==> src/rtl/cpu_types_pkg.sv <==
// Shared CPU datapath types: machine word, RAM handshake state and the RAM arbiter FSM state.
package cpu_types_pkg;
  typedef logic [31:0] word_t;

  typedef enum logic [1:0] {
    FREE,
    BUSY,
    ACCESS,
    ERROR
  } ramstate_t;

  typedef enum logic [1:0] {
    IDLE,
    WORD0,
    WORD1,
    ABORT
  } arb_state_t;

  // Load value returned to a requester whose access was killed by the watchdog.
  localparam word_t ARB_ABORT_LOAD = 32'hBAD1BAD1;
endpackage

==> src/rtl/ram_arbiter_rr_select.sv <==
// Round-robin picker: first set bit of req at or after ptr, wrapping N-1 to 0. Purely combinational.
module rr_select #(
  parameter int N = 4,
  parameter int W = $clog2(N)
) (
  input  logic [N-1:0] req,
  input  logic [W-1:0] ptr,
  output logic         valid,
  output logic [W-1:0] idx
);
  logic [2*N-1:0] req_dbl;
  logic [N-1:0]   rot;
  logic [W-1:0]   off;

  // rot[k] is requester (ptr + k) mod N, so the lowest set bit is the winner's distance from ptr.
  assign req_dbl = {req, req};
  assign rot     = req_dbl[ptr +: N];

  always_comb begin
    valid = |req;
    off   = '0;
    for (int k = N - 1; k >= 0; k--) begin
      if (rot[k]) off = W'(k);
    end
  end

  assign idx = ptr + off;
endmodule

==> src/rtl/ram_arbiter.sv <==
// Round-robin arbiter sharing one RAM port among NREQ requesters, single words or 2-word bursts.
// Define RAM_ARB_TIMEOUT_EN to add the watchdog that aborts accesses stuck for TIMEOUT cycles.
module ram_arbiter
  import cpu_types_pkg::*;
#(
  parameter int NREQ    = 4,
  parameter int TIMEOUT = 64
) (
  input  logic                      CLK,
  input  logic                      nRST,
  input  logic [NREQ-1:0]           req_ren,
  input  logic [NREQ-1:0]           req_wen,
  input  logic [NREQ-1:0]           req_burst,
  input  word_t [NREQ-1:0]          req_addr,
  input  word_t [NREQ-1:0]          req_store,
  output logic [NREQ-1:0]           req_wait,
  output word_t [NREQ-1:0]          req_load,
  output logic                      ramREN,
  output logic                      ramWEN,
  output word_t                     ramaddr,
  output word_t                     ramstore,
  input  word_t                     ramload,
  input  ramstate_t                 ramstate,
  output logic [$clog2(NREQ)-1:0]   grant_id,
  output logic                      busy,
  output logic                      timeout_err
);
  localparam int IW = $clog2(NREQ);

  arb_state_t    state_reg, state_next;
  logic [IW-1:0] grant_reg, grant_next;
  logic [IW-1:0] rr_ptr_reg, rr_ptr_next;
  logic          burst_reg, burst_next;

  logic [NREQ-1:0] req_active;
  logic            sel_valid;
  logic [IW-1:0]   sel_idx;

  logic  g_ren, g_wen, g_act;
  word_t g_addr;

  assign req_active = req_ren | req_wen;

  rr_select #(.N(NREQ)) u_rr_select (
    .req   (req_active),
    .ptr   (rr_ptr_reg),
    .valid (sel_valid),
    .idx   (sel_idx)
  );

`ifdef RAM_ARB_TIMEOUT_EN
  localparam int WDW = $clog2(TIMEOUT + 1);
  logic [WDW-1:0] wdog_reg, wdog_next;
  logic           timeout_err_reg;
`endif

  always_ff @(posedge CLK or negedge nRST) begin
    if (!nRST) begin
      state_reg  <= IDLE;
      grant_reg  <= '0;
      rr_ptr_reg <= '0;
      burst_reg  <= 1'b0;
    end else begin
      state_reg  <= state_next;
      grant_reg  <= grant_next;
      rr_ptr_reg <= rr_ptr_next;
      burst_reg  <= burst_next;
    end
  end

  always_comb begin
    state_next  = state_reg;
    grant_next  = grant_reg;
    rr_ptr_next = rr_ptr_reg;
    burst_next  = burst_reg;
    ramREN      = 1'b0;
    ramWEN      = 1'b0;
    ramaddr     = '0;
    ramstore    = '0;
    req_wait    = '1;
    req_load    = '0;
    g_ren       = req_ren[grant_reg];
    g_wen       = req_wen[grant_reg];
    g_act       = g_ren | g_wen;
    g_addr      = req_addr[grant_reg];

    case (state_reg)
      IDLE: begin
        if (sel_valid) begin
          grant_next = sel_idx;
          burst_next = req_burst[sel_idx];
          state_next = WORD0;
        end
      end

      WORD0, WORD1: begin
        // A requester that withdraws loses the port at once; its half-done burst is simply dropped.
        if (!g_act) begin
          state_next = IDLE;
        end else begin
          ramWEN   = g_wen;
          ramREN   = ~g_wen;
          ramstore = g_wen ? req_store[grant_reg] : '0;
          if (state_reg == WORD1)
            ramaddr = {g_addr[31:3], 3'b100};
          else if (burst_reg)
            ramaddr = {g_addr[31:3], 3'b000};
          else
            ramaddr = g_addr;

          if (ramstate == ACCESS) begin
            req_wait[grant_reg] = 1'b0;
            req_load[grant_reg] = ramload;
            if (state_reg == WORD0 && burst_reg) begin
              state_next = WORD1;
            end else begin
              state_next  = IDLE;
              rr_ptr_next = grant_reg + 1'b1;
            end
          end
`ifdef RAM_ARB_TIMEOUT_EN
          else if (wdog_reg == WDW'(TIMEOUT - 1)) begin
            state_next = ABORT;
          end
`endif
        end
      end

`ifdef RAM_ARB_TIMEOUT_EN
      ABORT: begin
        req_wait[grant_reg] = 1'b0;
        req_load[grant_reg] = ARB_ABORT_LOAD;
        rr_ptr_next         = grant_reg + 1'b1;
        state_next          = IDLE;
      end
`endif

      default: state_next = IDLE;
    endcase
  end

`ifdef RAM_ARB_TIMEOUT_EN
  // Counts consecutive stalled cycles of the current word; any completion or exit clears it.
  always_comb begin
    wdog_next = '0;
    if ((state_reg == WORD0 || state_reg == WORD1) && g_act && ramstate != ACCESS)
      wdog_next = wdog_reg + 1'b1;
  end

  always_ff @(posedge CLK or negedge nRST) begin
    if (!nRST) begin
      wdog_reg        <= '0;
      timeout_err_reg <= 1'b0;
    end else begin
      wdog_reg        <= wdog_next;
      timeout_err_reg <= timeout_err_reg | (state_next == ABORT);
    end
  end

  assign timeout_err = timeout_err_reg;
`else
  assign timeout_err = 1'b0;
`endif

  assign grant_id = grant_reg;
  assign busy     = (state_reg != IDLE);
endmodule

==> config.mk <==
export PLATFORM = sky130hd
export DESIGN_NAME = ram_arbiter
export DESIGN_NICKNAME = d
export VERILOG_FILES = /design/src/rtl/cpu_types_pkg.sv /design/src/rtl/ram_arbiter_rr_select.sv /design/src/rtl/ram_arbiter.sv
export SDC_FILE = /design/constraint.sdc
export NUM_CORES = 1
export LEC_CHECK = 0
export ABC_AREA = 0
export CAP_MARGIN = 10
export CORE_AREA = 2 2 197 199
export CTS_CLUSTER_DIAMETER = 30
export DETAILED_ROUTE_END_ITERATION = 10
export DIE_AREA = 0 0 199 201
export REMOVE_ABC_BUFFERS = 1
export SKIP_CTS_REPAIR_TIMING = 1
export SLEW_MARGIN = 30
export SYNTH_ARGS = -nofsm -noshare
export SYNTH_HDL_FRONTEND = slang
export SYNTH_HIERARCHICAL = 1
export SYNTH_SLANG_ARGS = --single-unit
export TNS_END_PERCENT = 1
==> constraint.sdc <==
create_clock -name CLK -period 2.5 [get_ports CLK]
set_input_delay 0.5 -clock CLK [delete_from_list [all_inputs] [get_ports CLK]]
set_output_delay 0.5 -clock CLK [all_outputs]
set_load 0.005 [all_outputs]
# --- Yosys cells after proc, flatten, opt, wreduce, memory -nomap -nowiden ---
# Cells that the tools add are included.
op_classes:
  magnitude_cmp: 3
  mux: 40
  n_reduce_logical: 9
  bitwise: 6
  shift: 1
  addsub: 2
  eq_ne: 5
ops:
  columns: ["op", "n"]
  rows:
  - ["$mux 128", 3]
  - ["$mux 32", 8]
  - ["$and 128x128->128", 1]
  - ["$bmux 32 s2", 2]
  - ["$demux 32 s2", 1]
  - ["$mux 2", 8]
  - ["$mux 4", 3]
  - ["$mux 1", 8]
  - ["$shiftx 8x3->4", 1]
  - ["$bmux 1 s2", 3]
  - ["$lt 2x3->1 const B", 2]
  - ["$mux 3", 2]
  - ["$eq 2x2->1 const B", 2]
  - ["$not 4->4", 1]
  - ["$or 4x4->4", 1]
  - ["$pmux 2 s2", 1]
  - ["$reduce_and 2->1", 2]
  - ["$reduce_and 4->1", 1]
  - ["$reduce_or 4->1", 1]
  - ["$ne 3x3->1 const B", 1]
  - ["$add 2x1->2 const B", 1]
  - ["$add 2x2->2", 1]
  - ["$demux 1 s2", 1]
  - ["$eq 2x1->1 const B", 1]
  - ["other kinds (8)", 10]
word_totals:
  wordCells: 70
  output_inout_bits: 202
  input_bits: 304
  register_bits: 7

# --- Longest topological paths before layout ---
# Gate-level depths: netlist of the first run.
logic_depth:
  ltp_word: 9
  depth_mapped: 10
  ltp_nobuf: 10

# --- By module ---
# Netlist of the first run, hierarchy kept.
modules_own_cells:
  columns: ["module", "cells_each", "seq_area_each_um2", "instances", "area_per_inst_um2"]
  rows:
  - ["ram_arbiter", 362, 175.2, 1, 3490.8]
  - ["rr_select", 22, 0.0, 1, 161.4]

# --- Least setup slack after synthesis of the first run ---
# OpenSTA, ideal clock, no wires.
synth_path:
  kind: "input port to flip-flop"
  startpoint: "input req_ren[3]"
  endpoint: "register burst_reg"
  arrival_time_ps: 2344
  cell_stages: 10
  path_slack_ps: 31
  setup_ps: 125
  required_ps: 2375
  path_buffers: 0
  path_cell_list: "or2_2 -> nor2b_1 -> a21oi_1 -> o22ai_1 -> o21a_1 -> ha_1 -> xnor2_1 -> xnor2_1 -> mux4_2 -> mux2_2"
synth_via:
  elab_chain_len: 9
  elab_cells_between_ends: 11
  classes_between: "1 x add/sub; 1 x shift; 6 x mux; 1 x bitwise; 2 x reduce/logical"
synth_rtl:
  columns: ["item", "line", "text"]
  rows:
  - ["start: declaration", "ram_arbiter.sv:11", "input logic [NREQ-1:0] req_ren,"]
  - ["$or 4x4->4 *", "ram_arbiter.sv:42", "assign req_active = req_ren | req_wen;"]
  - ["$shiftx 8x3->4 *", "ram_arbiter_rr_select.sv:17", "assign rot = req_dbl[ptr +: N];"]
  - ["$mux 2 (3 in a row)", "ram_arbiter_rr_select.sv:23", "if (rot[k]) off = W'(k);"]
  - ["$mux 2 *", "ram_arbiter_rr_select.sv:23", null]
  - ["$add 2x2->2 *", "ram_arbiter_rr_select.sv:27", "assign idx = ptr + off;"]
  - ["net sel_idx[1]", "ram_arbiter.sv:37", "logic [IW-1:0] sel_idx;"]
  - ["$bmux 1 s2 *", "ram_arbiter.sv:91", "burst_next = req_burst[sel_idx];"]
  - ["$mux 1 (implied by the code) *", "ram_arbiter.sv:91", null]
  - ["end signal: assignment", "ram_arbiter.sv:67", "burst_reg <= burst_next;"]
  - ["end: declaration", "ram_arbiter.sv:33", "logic burst_reg, burst_next;"]
# Mark *: on every way through the listed nets, which the timed path passes. The rest lies on a longest branch. The select of a mux whose other input is x is not followed.
# A chain may end at the register's enable or synchronous reset.

==> impl_metrics.json, run 1 <==
{
  "swShare": 0.423,
  "cts_buffers": 3,
  "dp_cells": 1409,
  "peakVddDrop_mv": 0.443,
  "stdcell_area_um2": 9850,
  "dieWidth_um": 199,
  "startpoint": "ramstate[1]",
  "seq_power_share": 0.038,
  "dp.final_hpwl_um": 22700,
  "synthToLayoutAreaGrowth_pct": 170,
  "syn_inst": 384,
  "fin_util": 0.258,
  "rrSetupSlack_ns": 0.03,
  "final_net_count": 1221,
  "synthesis.area_um2": 3650,
  "drtAntennaViolNets": 0,
  "insertion_delay_ns": 0.24,
  "dr.pass1.iters": 5,
  "coreArea_um2": 38100,
  "initial_core_util": 0.0958,
  "grt_pass1_vias": 5627,
  "avgSynthCellArea_um2": 9.51,
  "portBuffers": 504,
  "drtIter0Drc": 196,
  "cts_max_level": 1,
  "synthTopCellsByArea": "mux4_2 41%, and3_1 27%, nor2b_1 5.3%, dfrtp_1 4.8%, clkbuf_1 3.5%",
  "max_stage_delay_ns": 0.51,
  "pwr-share-clk": 0.041,
  "cp_slowest_cell": "clkdlybuf4s50_1",
  "viasPerCell": 3.90,
  "setup_slack_ns": -0.531,
  "dpl_cell_area_um2": 9620,
  "critPathMaxFanout": 44,
  "regToRegEndpoint": "state_reg[1]$_DFFE_PN0P_",
  "final_max_slew_viol_count": 0,
  "r2r-start": "grant_id[0]$_DFFE_PN0P_",
  "maxCapViolations": 0,
  "critPathCaptureType": "output port",
  "status": "finished, violations left",
  "tritoncts": "yes",
  "num_rows": 72,
  "skew_ns": 0.00146,
  "holdWs_ns": 0.530,
  "io_pins": 506,
  "cts_sinks": 7,
  "yosysWarnings": 6,
  "synth_flop_cell": "dfrtp_1",
  "p_per_area_nw_per_um2": 705,
  "power.internal_uw": 4000,
  "start_kind": "input port",
  "drcViolationCount": 0,
  "final_layout_size_suffix_gt1_frac": 0.243,
  "power.switching_uw": 2940,
  "worstPathArrival_ns": 2.53,
  "grt_max_degree": 45,
  "layout_min_cycle_time_ns": 3.03,
  "dieHeight_um": 201,
  "power_frac_comb": 0.921,
  "reg2reg_depth": 10,
  "yosysSeqAreaShare": 0.0480,
  "antenna_found_initial": 4,
  "min_period_over_period": 1.21,
  "hold_class": "in -> async",
  "async_flop_share": 1.00,
  "setup_viol": 198,
  "violations": "negative setup slack",
  "fmax_ghz": 0.330,
  "die-area_um2": 40000,
  "rsz0062_at_grt": "true",
  "via_count": 5559,
  "synth_edf_count": 0,
  "grt_usage": 0.122,
  "critPathRequiredTime_ns": 2.00,
  "cp_cell_sequence": "clkdlybuf4s50_1, nor2b_4, o211a_4, buf_12, and3_1, clkdlybuf4s50_1",
  "fin_cells": 1425,
  "wl_um": 27500,
  "synth_commonest_cells": "160 x and3_1, 67 x mux4_2, 34 x clkbuf_1",
  "yosysMostFrequentCell": "and3_1",
  "leakagePower_uw": 0.00507,
  "final-hold-violation-count": 0,
  "wl_per_cell_um": 19.3,
  "overflow": 0,
  "clockBufferDepth": 2,
  "cts_root_buf": "clkbuf_16",
  "path_clk_slew_ns": 0.04,
  "synth_area_leader_cell": "mux4_2",
  "synth_seq_cells": 7,
  "cp_common_cell": "clkdlybuf4s50_1",
  "worstSetupPathType": "in -> out",
  "gp_congestion": 0.923,
  "ys_types": 35,
  "grt_pass1_wl_um": 36400,
  "synth_top_area_frac": 0.413
}
-- layout make-up --
cell class	count	area (um2)
antenna	1	2.50
clock buffer	3	75.1
clock inverter	1	5.00
fill	4158	28300
inverter	8	30.0
multi-input combinational	320	3300
sequential	7	183
tap	518	648
timing repair buffer	567	5610
-- layout by cell type, fill, tap and decap left out, drive strengths merged, types with 3 or more instances in the layout --
master	count
clkdlybuf4s50	391
and3	160
buf	68
mux4	67
dlymetal6s2s	58
clkbuf	53
nor2b	31
nand2	12
ha	10
inv	8
dfrtp	7
mux2	7
nor2	4
or2	4
o211a	3
-- power groups by stage --
stage               logic (uW)  clock network, uW  registers, uW
finish                    6390                285            266
global placement          6300                  0            263
floorplan                 2500                  0            602
CTS                       6350                287            264
detailed placement        6300                  0            263
global route              6930                295            283
-- worst max-delay path: cells and delay by family --
kind,cells,cell delay [ns]
AND/OR/NAND/NOR,2,0.47
AO/OA/AOI/OAI,1,0.34
buffers and inverters,3,1.19
-- metrics by stage --
stage / setup TNS, ns / total power (uW) / worst slack (ns)
after floorplan: -476.18 / 3100 / -2.61
after global placement: -118.75 / 6560 / -0.744
after detailed placement: -118.65 / 6570 / -0.750
after CTS: -120.03 / 6900 / -0.763
after global routing: -68.62 / 7510 / -0.585
final: -54.09 / 6940 / -0.531
-- logic make-up (layout without fill, tap and decap cells) --
group	Yosys count	count (layout)	synth area share
simple gates	218	218	0.365
mux	75	75	0.437
buf+inv	59	579	0.0805
compound gates	12	14	0.0288
fa+ha+maj	10	10	0.0343
flops	7	7	0.0480
xor+xnor	2	2	0.00480
other cells	1	2	0.00103
-- how the worst max path moves through the flow --
| stage | end | slack, ns | cells after the start |
|---|---|---|---|
| final | req_load[15] | -0.53 | 6 |
| after CTS | req_load[96] | -0.76 | 6 |
| after global routing | req_load[15] | -0.58 | 6 |
| after floorplan | ramaddr[12] | -2.61 | 3 |
| after global placement | req_load[94] | -0.74 | 6 |
| after detailed placement | req_load[96] | -0.75 | 6 |
-- layer usage --
| metal | routed length [um] | vias up | track usage | part of all wire |
|---|---|---|---|---|
| met2 | 14500 | 359 | 0.241 | 0.53 |
| met1 | 10200 | 2624 | 0.133 | 0.37 |
| met5 | 7 | - | 0 | 0.00025 |
| met3 | 2360 | 23 | 0.0286 | 0.086 |
| met4 | 391 | 2 | 0.0168 | 0.014 |
| li1 | - | 2551 | - | - |
(Power assumes the default switching activity.)
==> run 2: changes to the inputs <==
--- a/config.mk
+++ b/config.mk
@@ -11,6 +11,7 @@
 export CTS_CLUSTER_DIAMETER = 30
 export DETAILED_ROUTE_END_ITERATION = 10
 export DIE_AREA = 0 0 199 201
+export PLACE_DENSITY = 0.47
 export REMOVE_ABC_BUFFERS = 1
 export SKIP_CTS_REPAIR_TIMING = 1
 export SLEW_MARGIN = 30
==> constraint.sdc (replaced) <==
create_clock -name CLK -period 3.09 [get_ports CLK]
set_input_delay 0.618 -clock CLK [delete_from_list [all_inputs] [get_ports CLK]]
set_output_delay 0.618 -clock CLK [all_outputs]
set_load 0.005 [all_outputs]
==> run 2 against run 1 <==
The flow still finishes with violations (negative setup slack). Combinational power is 21% lower. Sequential share of layout area hardly changed. Power is 20% lower. Wire length is 2.7% higher. First-iteration DRC count is 6.1% lower. Critical path type unchanged. Clock-buffer cell count is 1 higher. Register-to-register slack better by 0.72 ns. Via count is 1.5% lower. Worst hold slack better by 0.046 ns. Worst setup slack better by 0.33 ns. Clock power is 23% lower. Die area stayed put.
==> impl_metrics.json, run 2 (synthesis gave the netlist of run 1 again) <==
{
  "status": "finished, violations left",
  "violations": "negative setup slack",
  "maxCapViolations": 0,
  "gp_congestion": 0.823,
  "p_per_area_nw_per_um2": 549,
  "io_pins": 506,
  "dieHeight_um": 201,
  "fillCellCount": 4123,
  "wl_per_cell_um": 20.1,
  "critPathRequiredTime_ns": 2.47,
  "skew_ns": 0.000885,
  "final_net_count": 1201,
  "grt_pass1_wl_um": 37400,
  "worstPathArrival_ns": 2.67,
  "cp_cell_sequence": "clkdlybuf4s50_1, nor2b_4, buf_6, o211a_4, buf_6, and3_1, clkdlybuf4s50_1",
  "fin_cells": 1406,
  "wl_um": 28200,
  "cts_buffers": 3,
  "worst_slew_pin_slew_ns": 0.641,
  "synthToLayoutAreaGrowth_pct": 176,
  "antenna_found_initial": 2,
  "final_layout_size_suffix_gt1_frac": 0.149,
  "max_stage_delay_ns": 0.52,
  "drtIter0Drc": 184,
  "setup_viol": 62,
  "setup_slack_ns": -0.203,
  "cts_sinks": 7,
  "min_period_over_period": 1.07,
  "cts_root_buf": "clkbuf_16",
  "die-area_um2": 40000,
  "final-hold-violation-count": 0,
  "cp_slowest_cell": "clkdlybuf4s50_1",
  "drcViolationCount": 0,
  "worstSetupPathType": "in -> out",
  "insertion_delay_ns": 0.23,
  "via_count": 5478,
  "hold_class": "reg -> reg",
  "final_max_slew_viol_count": 0,
  "grt_max_degree": 93,
  "critPathMaxFanout": 23,
  "num_rows": 72,
  "path_clk_slew_ns": 0.04,
  "dr.pass1.iters": 4,
  "dp.final_hpwl_um": 22900,
  "coreArea_um2": 38100,
  "clockBufferDepth": 2,
  "final-seq-area_um2": 183,
  "critPathTopFamily": "buffers and inverters",
  "grt_usage": 0.126,
  "drtAntennaViolNets": 0,
  "path_buf_inv": 4,
  "portBuffers": 504,
  "rsz0062_at_grt": "true",
  "holdWs_ns": 0.575,
  "leakagePower_uw": 0.00584,
  "dp_cells": 1392,
  "rrSetupSlack_ns": 0.75,
  "final_cell_mix": "390 x clkdlybuf4s50_1, 160 x and3_1, 113 x dlymetal6s2s_1",
  "viasPerCell": 3.90,
  "slew_headroom": 0.573,
  "layout_commonest_cell": "clkdlybuf4s50_1",
  "initial_core_util": 0.0958,
  "cts_max_level": 1,
  "fin_util": 0.264,
  "layout_min_cycle_time_ns": 3.29,
  "multi_input_area_um2": 3200,
  "overflow": 0,
  "start_kind": "input port",
  "peakVddDrop_mv": 0.349,
  "tritoncts": "yes",
  "critPathCaptureType": "output port",
  "grt_pass1_vias": 5657,
  "dieWidth_um": 199,
  "pre_cts_slack_ns": -0.357,
  "fmax_ghz": 0.304
}
run 2: cell count changes in the layout (fill, tap and decap cells not counted), moves of 4 or more:
cell / delta
clkbuf_2: -48
buf_4: -21
dlymetal6s2s_1: +55
and3_4: -10
clkbuf_16: +4
buf_6: -5
and3_1: +10
run 2: worst reg2reg max path, delay by kind of cell (launching register included):
kind / cells / cell delay (ns)
and+or+nand+nor: 1 / 0.06
DFF: 1 / 0.50
buffers and inverters: 2 / 0.37
muxes: 2 / 0.92
AOI/OAI and AO/OA: 1 / 0.36
run 2: worst paths after layout:
check | startpoint | end | cells past startpoint
max in group asynchronous | nRST | grant_id[1]$_DFFE_PN0P_ | 1
min in group asynchronous | nRST | burst_reg$_DFFE_PN0P_ | 1
min | state_reg[1]$_DFFE_PN0P_ | state_reg[1]$_DFFE_PN0P_ | 1
min reg2reg | state_reg[1]$_DFFE_PN0P_ | state_reg[1]$_DFFE_PN0P_ | 1
max reg2reg | grant_id[0]$_DFFE_PN0P_ | rr_ptr_reg[1]$_DFFE_PN0P_ | 6
max | ramstate[1] | req_load[63] | 7
run 2: per-stage QoR:
step | total power, uW | TNS (ns) | instance area, um2
after floorplan | 2510 | -379.31 | 3390
after global placement | 5280 | -51.68 | 9490
after detailed placement | 5240 | -48.29 | 9490
after CTS | 5510 | -51.82 | 9570
after global routing | 5980 | -13.71 | 10100
final | 5530 | -7.44 | 10100
run 2: power by group:
group	total [uW]	switching (uW)	internal [uW]
Clock	220	48.1	172
Combinational	5060	2140	2920
Sequential	243	96.0	147
Total	5530	2290	3240
run 2: per-layer routing:
layer,track usage,up-vias,share of wire
met4,0.0253,0,0.010
met1,0.135,2620,0.36
li1,-,2507,-
met2,0.243,343,0.54
met3,0.0323,8,0.092
met5,0,-,0
run 2: cell type report:
class | instances | area share
inverters | 8 | 0.00298
multi-input cells | 318 | 0.318
diodes | 2 | 0.000497
flip-flops and latches | 7 | 0.0181
repair buffers | 549 | 0.588
well taps | 518 | 0.0644
clock buffers | 4 | 0.00783
